`src/rtl/apple1_bus_ctrl_if.sv`:
```
// rtl/apple1_bus_ctrl_if.sv - CPU / memory / PIA bus bundle for the Apple-1 bus controller
//
// Purpose : groups the CPU-side bus and the ROM, RAM and PIA device ports.
// Modports: slave  - the bus controller (decodes the CPU bus, drives the device strobes)
//           master - the surroundings (CPU core and device models)
// Signals : cpu_addr/cpu_we/cpu_dout/cpu_din/cpu_clken  CPU side
//           rom_addr/rom_dout                           registered ROM
//           ram_addr/ram_din/ram_we/ram_dout            main RAM
//           pia_rs/pia_din/pia_we/pia_rd/pia_dout       keyboard/display PIA
interface apple1_bus_ctrl_if #(
    parameter int RAM_AW = 13
);
    logic [15:0]       cpu_addr;
    logic              cpu_we;
    logic [7:0]        cpu_dout;
    logic [7:0]        cpu_din;
    logic              cpu_clken;

    logic [7:0]        rom_addr;
    logic [7:0]        rom_dout;

    logic [RAM_AW-1:0] ram_addr;
    logic [7:0]        ram_din;
    logic              ram_we;
    logic [7:0]        ram_dout;

    logic [1:0]        pia_rs;
    logic [7:0]        pia_din;
    logic              pia_we;
    logic              pia_rd;
    logic [7:0]        pia_dout;

    modport slave (
        input  cpu_addr, cpu_we, cpu_dout, rom_dout, ram_dout, pia_dout,
        output cpu_din, cpu_clken, rom_addr, ram_addr, ram_din, ram_we,
               pia_rs, pia_din, pia_we, pia_rd
    );

    modport master (
        output cpu_addr, cpu_we, cpu_dout, rom_dout, ram_dout, pia_dout,
        input  cpu_din, cpu_clken, rom_addr, ram_addr, ram_din, ram_we,
               pia_rs, pia_din, pia_we, pia_rd
    );
endinterface

```
`src/rtl/apple1_bus_ctrl.sv`:
```
// rtl/apple1_bus_ctrl.sv - Apple-1 CPU bus controller: clock enable, address decode, read-data alignment
//
// Purpose : divides clk into a one-clk CPU clock enable, decodes the CPU address into
//           RAM / PIA / ROM / unmapped regions, gates the write and PIA-read strobes
//           with the clock enable and registers the read data returned to the CPU.
// Ports   : clk   - system clock
//           rst_n - asynchronous active-low reset
//           bus   - apple1_bus_ctrl_if.slave (CPU side plus ROM, RAM and PIA ports)
module apple1_bus_ctrl #(
    parameter int         CLK_DIV  = 25,
    parameter int         RAM_AW   = 13,
    parameter logic [7:0] OPEN_BUS = 8'hFF
) (
    input  logic              clk,
    input  logic              rst_n,
    apple1_bus_ctrl_if.slave  bus
);
    localparam int CW = (CLK_DIV > 1) ? $clog2(CLK_DIV) : 1;
    localparam logic [CW-1:0] DIV_LAST = CW'(CLK_DIV - 1);

    typedef enum logic [1:0] {
        SEL_NONE = 2'd0,
        SEL_RAM  = 2'd1,
        SEL_ROM  = 2'd2,
        SEL_PIA  = 2'd3
    } sel_e;

    logic [CW-1:0] div_cnt_q, div_cnt_d;
    logic          cpu_clken_q, cpu_clken_d;
    sel_e          sel_q, sel_d;
    logic [7:0]    cpu_din_q, cpu_din_d;
    sel_e          dec;

    // Region decode from the live address; the regions never overlap.
    always_comb begin
        dec = SEL_NONE;
        if (bus.cpu_addr[15:RAM_AW] == '0) begin
            dec = SEL_RAM;
        end else if (bus.cpu_addr[15:4] == 12'hD01) begin
            dec = SEL_PIA;
        end else if (bus.cpu_addr[15:8] == 8'hFF) begin
            dec = SEL_ROM;
        end
    end

    always_comb begin
        div_cnt_d   = (div_cnt_q == DIV_LAST) ? '0 : div_cnt_q + CW'(1);
        // Registered enable lines up with the counter: high while div_cnt == CLK_DIV-1.
        cpu_clken_d = (div_cnt_d == DIV_LAST);
        // sel_q lags the address by one clk, matching the device read latency,
        // so the mux below picks the device whose data is actually on its port.
        sel_d       = dec;
        unique case (sel_q)
            SEL_RAM: cpu_din_d = bus.ram_dout;
            SEL_ROM: cpu_din_d = bus.rom_dout;
            SEL_PIA: cpu_din_d = bus.pia_dout;
            default: cpu_din_d = OPEN_BUS;
        endcase
    end

    always_ff @(posedge clk or negedge rst_n) begin
        if (!rst_n) begin
            div_cnt_q   <= '0;
            cpu_clken_q <= 1'b0;
            sel_q       <= SEL_NONE;
            cpu_din_q   <= 8'h00;
        end else begin
            div_cnt_q   <= div_cnt_d;
            cpu_clken_q <= cpu_clken_d;
            sel_q       <= sel_d;
            cpu_din_q   <= cpu_din_d;
        end
    end

    assign bus.cpu_clken = cpu_clken_q;
    assign bus.cpu_din   = cpu_din_q;

    assign bus.rom_addr  = bus.cpu_addr[7:0];
    assign bus.ram_addr  = bus.cpu_addr[RAM_AW-1:0];
    assign bus.ram_din   = bus.cpu_dout;
    assign bus.pia_rs    = bus.cpu_addr[1:0];
    assign bus.pia_din   = bus.cpu_dout;

    // Strobes use the current decode: the CPU only moves its address after the
    // enabled edge, so the pulse always belongs to the cycle that is ending.
    // pia_rd fires once per CPU read so the PIA clears keyboard-ready only once.
    assign bus.ram_we    = cpu_clken_q &  bus.cpu_we & (dec == SEL_RAM);
    assign bus.pia_we    = cpu_clken_q &  bus.cpu_we & (dec == SEL_PIA);
    assign bus.pia_rd    = cpu_clken_q & ~bus.cpu_we & (dec == SEL_PIA);
endmodule

```
`src/flat_wrapper.sv`:
```
// flat-port wrapper written by rule: the top's interface ports become plain ports
module apple1_bus_ctrl_flat 
#(
    parameter int         CLK_DIV  = 25,
    parameter int         RAM_AW   = 13,
    parameter logic [7:0] OPEN_BUS = 8'hFF
)
  (clk, rst_n, bus_cpu_addr, bus_cpu_we, bus_cpu_dout, bus_rom_dout, bus_ram_dout, bus_pia_dout, bus_cpu_din, bus_cpu_clken, bus_rom_addr, bus_ram_addr, bus_ram_din, bus_ram_we, bus_pia_rs, bus_pia_din, bus_pia_we, bus_pia_rd);
  apple1_bus_ctrl_if #(.RAM_AW(RAM_AW)) bus_i ();
  input  logic clk;
  input  logic rst_n;
  input wire logic [$bits(bus_i.cpu_addr)-1:0] bus_cpu_addr;
  input wire logic [$bits(bus_i.cpu_we)-1:0] bus_cpu_we;
  input wire logic [$bits(bus_i.cpu_dout)-1:0] bus_cpu_dout;
  input wire logic [$bits(bus_i.rom_dout)-1:0] bus_rom_dout;
  input wire logic [$bits(bus_i.ram_dout)-1:0] bus_ram_dout;
  input wire logic [$bits(bus_i.pia_dout)-1:0] bus_pia_dout;
  output wire logic [$bits(bus_i.cpu_din)-1:0] bus_cpu_din;
  output wire logic [$bits(bus_i.cpu_clken)-1:0] bus_cpu_clken;
  output wire logic [$bits(bus_i.rom_addr)-1:0] bus_rom_addr;
  output wire logic [$bits(bus_i.ram_addr)-1:0] bus_ram_addr;
  output wire logic [$bits(bus_i.ram_din)-1:0] bus_ram_din;
  output wire logic [$bits(bus_i.ram_we)-1:0] bus_ram_we;
  output wire logic [$bits(bus_i.pia_rs)-1:0] bus_pia_rs;
  output wire logic [$bits(bus_i.pia_din)-1:0] bus_pia_din;
  output wire logic [$bits(bus_i.pia_we)-1:0] bus_pia_we;
  output wire logic [$bits(bus_i.pia_rd)-1:0] bus_pia_rd;
  assign bus_i.cpu_addr = bus_cpu_addr;
  assign bus_i.cpu_we = bus_cpu_we;
  assign bus_i.cpu_dout = bus_cpu_dout;
  assign bus_i.rom_dout = bus_rom_dout;
  assign bus_i.ram_dout = bus_ram_dout;
  assign bus_i.pia_dout = bus_pia_dout;
  assign bus_cpu_din = bus_i.cpu_din;
  assign bus_cpu_clken = bus_i.cpu_clken;
  assign bus_rom_addr = bus_i.rom_addr;
  assign bus_ram_addr = bus_i.ram_addr;
  assign bus_ram_din = bus_i.ram_din;
  assign bus_ram_we = bus_i.ram_we;
  assign bus_pia_rs = bus_i.pia_rs;
  assign bus_pia_din = bus_i.pia_din;
  assign bus_pia_we = bus_i.pia_we;
  assign bus_pia_rd = bus_i.pia_rd;
  apple1_bus_ctrl #(.CLK_DIV(CLK_DIV), .RAM_AW(RAM_AW), .OPEN_BUS(OPEN_BUS)) u_core (.clk(clk), .rst_n(rst_n), .bus(bus_i));
endmodule
```
`config.mk`:
```
export PLATFORM = sky130hd
export DESIGN_NAME = apple1_bus_ctrl_flat
export DESIGN_NICKNAME = d
export VERILOG_FILES = /design/src/rtl/apple1_bus_ctrl_if.sv /design/src/rtl/apple1_bus_ctrl.sv /design/src/flat_wrapper.sv
export SDC_FILE = /design/constraint.sdc
export NUM_CORES = 1
export LEC_CHECK = 0
export ABC_AREA = 1
export CORE_ASPECT_RATIO = 0.5
export CORE_MARGIN = 1
export CORE_UTILIZATION = 28
export CTS_CLUSTER_SIZE = 16
export DETAILED_ROUTE_END_ITERATION = 10
export GPL_TIMING_DRIVEN = 0
export HOLD_SLACK_MARGIN = 0.03
export PLACE_DENSITY = 0.82
export SYNTH_ARGS = -nofsm -noshare
export SYNTH_HDL_FRONTEND = slang
export SYNTH_SLANG_ARGS = --single-unit
```
`constraint.sdc`:
```
create_clock -name clk -period 1.15 [get_ports clk]
set_clock_uncertainty 0.1 [all_clocks]
set_input_delay 0.1725 -clock clk [delete_from_list [all_inputs] [get_ports clk]]
set_output_delay 0.1725 -clock clk [all_outputs]
set_load 0.05 [all_outputs]
```
== After elaboration in Yosys (flattened, before gate mapping) ==
Index checks and enable logic that the tools add are counted.
Storage, ports and cells
  input bits: 51
  word-level logic and storage cells: 26
  bits in registers: 16
  output and inout port bits: 51
Cells by class
  reductions and logical operators: 1
  bitwise gates (word level): 6
  multiplexer cells: 5
  equal/unequal tests: 9
  $add $sub $neg: 1
Operators by type and width (number)
  $pmux 8 s3: 1
  $eq 12x12->1 const B: 1
  $eq 5x5->1 const B: 2
  $eq 8x8->1 const B: 1
  $eq 2x2->1 const B: 3
  $mux 2: 3
  $add 5x1->5 const B: 1
  $and 1x1->1: 5
  $mux 5: 1
  $eq 2x1->1 const B: 2
  $logic_not 3->1: 1
  $not 1->1: 1

== Logic depth before layout (Yosys ltp) ==
Gate-level depths: netlist of the first run.
  word-level depth: 6
  gate-level depth with buffers: 9
  gate-level depth less buffers: 9

== Worst setup path after synthesis of the first run ==
No wires, ideal clock.
  kind: reg2out
  from: reg u_core.cpu_clken_q, in the netlist u_core.bus.cpu_clken
  to: out bus_pia_we
  path buffers: 0
  data arrival time: 1.429 ns
  path slack: -0.551 ns
  required time: 0.877 ns
  cell stages (with the launch flop): 3
  path through: dfrtp_1 nand2_1 nor2_1
On the way
  word-level cells in the longest chain between the ends: 2
RTL lines
  from (decl): RTL line apple1_bus_ctrl.sv:29  | logic cpu_clken_q, cpu_clken_d;
  from (signal assigned): RTL line apple1_bus_ctrl.sv:69  | cpu_clken_q <= cpu_clken_d;
  $and 1x1->1 (2 in a row): RTL line apple1_bus_ctrl.sv:88  | assign bus.pia_we = cpu_clken_q & bus.cpu_we & (dec == SEL_PIA);
  to (decl): RTL line flat_wrapper.sv:26  | output wire logic [$bits(bus_i.pia_we)-1:0] bus_pia_we;
No other way between the ends.

== Worst setup path after layout of the first run ==
  from: reg u_core.div_cnt_q[0]
  to: reg u_core.cpu_clken_q, in the netlist u_core.bus.cpu_clken
On the way
  word-level cells in the longest chain between the ends: 3
  elaborated cells between the ends (all ways): 4
  those cells by class: add/sub: 1; eq/ne: 2; mux: 1
RTL lines
  from (decl): RTL line apple1_bus_ctrl.sv:28  | logic [CW-1:0] div_cnt_q, div_cnt_d;
  from (signal assigned): RTL line apple1_bus_ctrl.sv:68  | div_cnt_q <= div_cnt_d;
  $add 5x1->5 / $eq 5x5->1 (equally long branches): RTL line apple1_bus_ctrl.sv:47  | div_cnt_d = (div_cnt_q == DIV_LAST) ? '0 : div_cnt_q + CW'(1);
  $mux 5 *: RTL line apple1_bus_ctrl.sv:47
  via u_core.div_cnt_d[4]: RTL line apple1_bus_ctrl.sv:28
  $eq 5x5->1 *: RTL line apple1_bus_ctrl.sv:49  | cpu_clken_d = (div_cnt_d == DIV_LAST);
  via u_core.cpu_clken_d: RTL line apple1_bus_ctrl.sv:29
The timed path passes the listed nets; every way through them passes the cells marked *.

==> results.toml, run 1 <==
[placement]
place_congestion = 0.7923
dpl.hpwl_um = 2808
preCtsSetupSlack_ns = -1.274
numPlacedInstances = 287
io_buffers = 89

[timing]
relSlewSlack_pct = 50.30
fin_hold_ws_ns = 0.1050
rsz0062_at_grt = "yes"
fin_crit_sh_pct = 112.7
fmax_ghz = 0.7716
drv_slew = 0
period_needed_ns = 1.296
fin_ws_ns = -0.1460
setup_viol = 7
hold_viol = 0
tightestPinTransition_ns = 0.7432

[synth]
synth-compound-area-share_pct = 3.528
ys.warnings.count = 0
synth.area.mux_share_pct = 0
synth_area_leader_cell = "dfrtp_1"
seq_area_frac_synth_pct = 35.28
synth_area_mm2 = 0.001135
synth_cell_types = 16
ys_top_cells_by_area = "dfrtp_1 35%, buf_4 26%, nand3_1 12%"
avgSynthCellArea_um2 = 7.720
yosys.area.top_type_share_pct = 35.28
synth_xor_xnor_area_share_pct = 0.7718
ys_seq_elements = 16
syn_inst = 147
synth-adder-area-share_pct = 2.205
synth_top_family_by_area = "buffers and inverters"
synth_fp_nets = 200
synth_simple_gate_area_share_pct = 24.92

[global_routing]
antenna_found_initial = 0
grt_pass1_wl_um = 5878
gr-total-overflow = 0
grtUsageTotal_pct = 17.73
first_global_vias = 1355
grt_max_degree = 17

[worst_setup_path]
cpMostUsedCell = "nand2_1"
critPathRequiredTime_ns = 1.23
worstSetupEndpointType = "register"
cpLargestDelayFamily = "simple AND/OR/NAND/NOR gates"
crit_path_max_incr_delay_ns = 0.36
crit_chain = "buf_4 -> ha_4 -> nand3_2 -> nand2_1 -> nand2_2 -> nor2_2 -> nand2_1 -> nor2_1"
path_class = "register to register"
worst-path-max-fanout = 2
arrival_ns = 1.37
start_kind = "register"
crit_path_top_delay_cell = "dfrtp_1"
path_buf_inv = 1

[min_path]
hold_path.class = "input pin to register"

[final_layout]
area_delta_synth_final_pct = 108.8
diodes = 0
fin_cells = 311
utilization_pct = 65.09
layout_common_cells = "60 x buf_4, 28 x dlygate4sd2_1, 26 x nand3_1"
drive_gt1_share_pct = 51.54
ff_latch_area_um2 = 402.9
fillers = 303
layout.cells.most_common = "buf_4"
fin_nets = 314
multi_input_area_um2 = 505.5

[die]
num_rows = 15
io-pin-count = 102
die_x_um = 92.04
die_area_mm2 = 0.004327
coreArea_mm2 = 0.003641
initial_core_util_pct = 31.17
chipHeight_um = 47.02

[route]
postRouteAntennaNets = 0
drt_iter0_markers = 40
post_drt_wl_per_cell_um = 13.55
vias_per_cell = 4.383
vias = 1363
drc = 0
firstDrtPassIters = 4
drt_wl_total_um = 4213

[clock_network]
clk_pin_slew_worst_paths_ns = 0.07
cts_sinks = 16
cts.htree.levels = 1
root_buffer = "clkbuf_8"
cts_tree = "yes"
clock_path_buffers = 2
clock_latency_ns = 0.26
cts_hold_buffers = 0
numCtsBuffers = 3

[power]
power.density_mw_per_mm2 = 778.5
power.leakage_nw = 1.155
power_w = 0.001845
ir_drop_v = 0.0004213

[run_status]
failed_checks = "setup timing"
status = "complete, but fails checks"

[job]
drv_cap = 0
==> metrics by stage <==
stage / TNS (ns) / instance area (um^2)
floorplan: -0.1310 / 1176
global placement: -19.51 / 2131
detailed placement: -20.49 / 2131
CTS: -0.6108 / 2286
global route: -1.042 / 2370
finish: -0.5950 / 2370
==> sequential cells by signal, indices dropped and copies added (netlist names) <==
name and cells:
u_core.bus.cpu_din 8, u_core.div_cnt_q 5, u_core.sel_q 2, u_core.bus.cpu_clken 1
==> worst paths after layout <==
path | startpoint | endpoint | slack [ns] | depth (start not counted)
max | u_core.div_cnt_q[0] | u_core.bus.cpu_clken | -0.15 | 8
min | bus_cpu_addr[12] | u_core.sel_q[1] | 0.10 | 3
max reg2reg | u_core.div_cnt_q[0] | u_core.bus.cpu_clken | -0.15 | 8
min reg2reg | u_core.div_cnt_q[4] | u_core.div_cnt_q[4] | 0.51 | 3
max in group asynchronous | rst_n | u_core.bus.cpu_clken | 0.18 | 1
min in group asynchronous | rst_n | u_core.sel_q[0] | 0.25 | 1
==> routing by layer <==
| metal | track usage (%) | wire length, um | vias to the layer above |
|---|---|---|---|
| li1 | - | - | 656 |
| met4 | 9.375 | 147 | 0 |
| met2 | 34.33 | 2310 | 49 |
| met1 | 20.29 | 1591 | 642 |
| met5 | 0 | 0 | - |
| met3 | 2.589 | 164 | 16 |
==> tightest hold or removal path: stages <==
cell     delay (ns)
buf_2          0.12
nand4_1        0.08
nand2_1        0.05
==> area by class of cell <==
| cell class | instances | share of cell area (%) |
|---|---|---|
| inverter | 15 | 2.587 |
| sequential | 16 | 17.00 |
| timing repair buffer | 110 | 40.44 |
| clock buffer | 4 | 2.323 |
| buffer | 42 | 13.62 |
| tap | 51 | 2.693 |
| multi-input combinational | 73 | 21.33 |
==> power by group <==
part	switching (W)	total, W	internal, W
registers	0.00000348	0.000576	0.000572
clock network	0.000210	0.000514	0.000304
logic	0.000441	0.000755	0.000314
total	0.000654	0.00184	0.00119
==> synth_stat cells (all sizes together) <==
| cell type | number |
|---|---|
| buf | 43 |
| dfrtp | 16 |
| ha | 2 |
| inv | 15 |
| nand2 | 19 |
| nand3 | 28 |
| nand4 | 1 |
| nor2 | 10 |
| nor3 | 4 |
| o21ai | 8 |
| xor2 | 1 |
==> cells by family after synthesis <==
| group | Yosys count |
|---|---|
| adder cells (fa/ha/maj) | 2 |
| XOR/XNOR | 1 |
| buffers and inverters | 58 |
| AND/OR/NAND/NOR | 62 |
| AO/OA/AOI/OAI | 8 |
| flip-flops | 16 |
==> what timing repair did <==
| item | in CTS | in global routing |
|---|---|---|
| buffers inserted | 15 | 7 |
| gates cloned | 0 | 1 |
| resized for setup | 202 | 32 |
| setup endpoints to repair | 58 | 22 |
| pin swaps | 16 | 18 |
Power figures use the tool's default switching activity.
==> inputs of run 2 (changes only) <==
CORE_MARGIN = unset   (was 1)
==> results of run 2 <==
Final layout, timing and power as in run 1 (identical DEF).
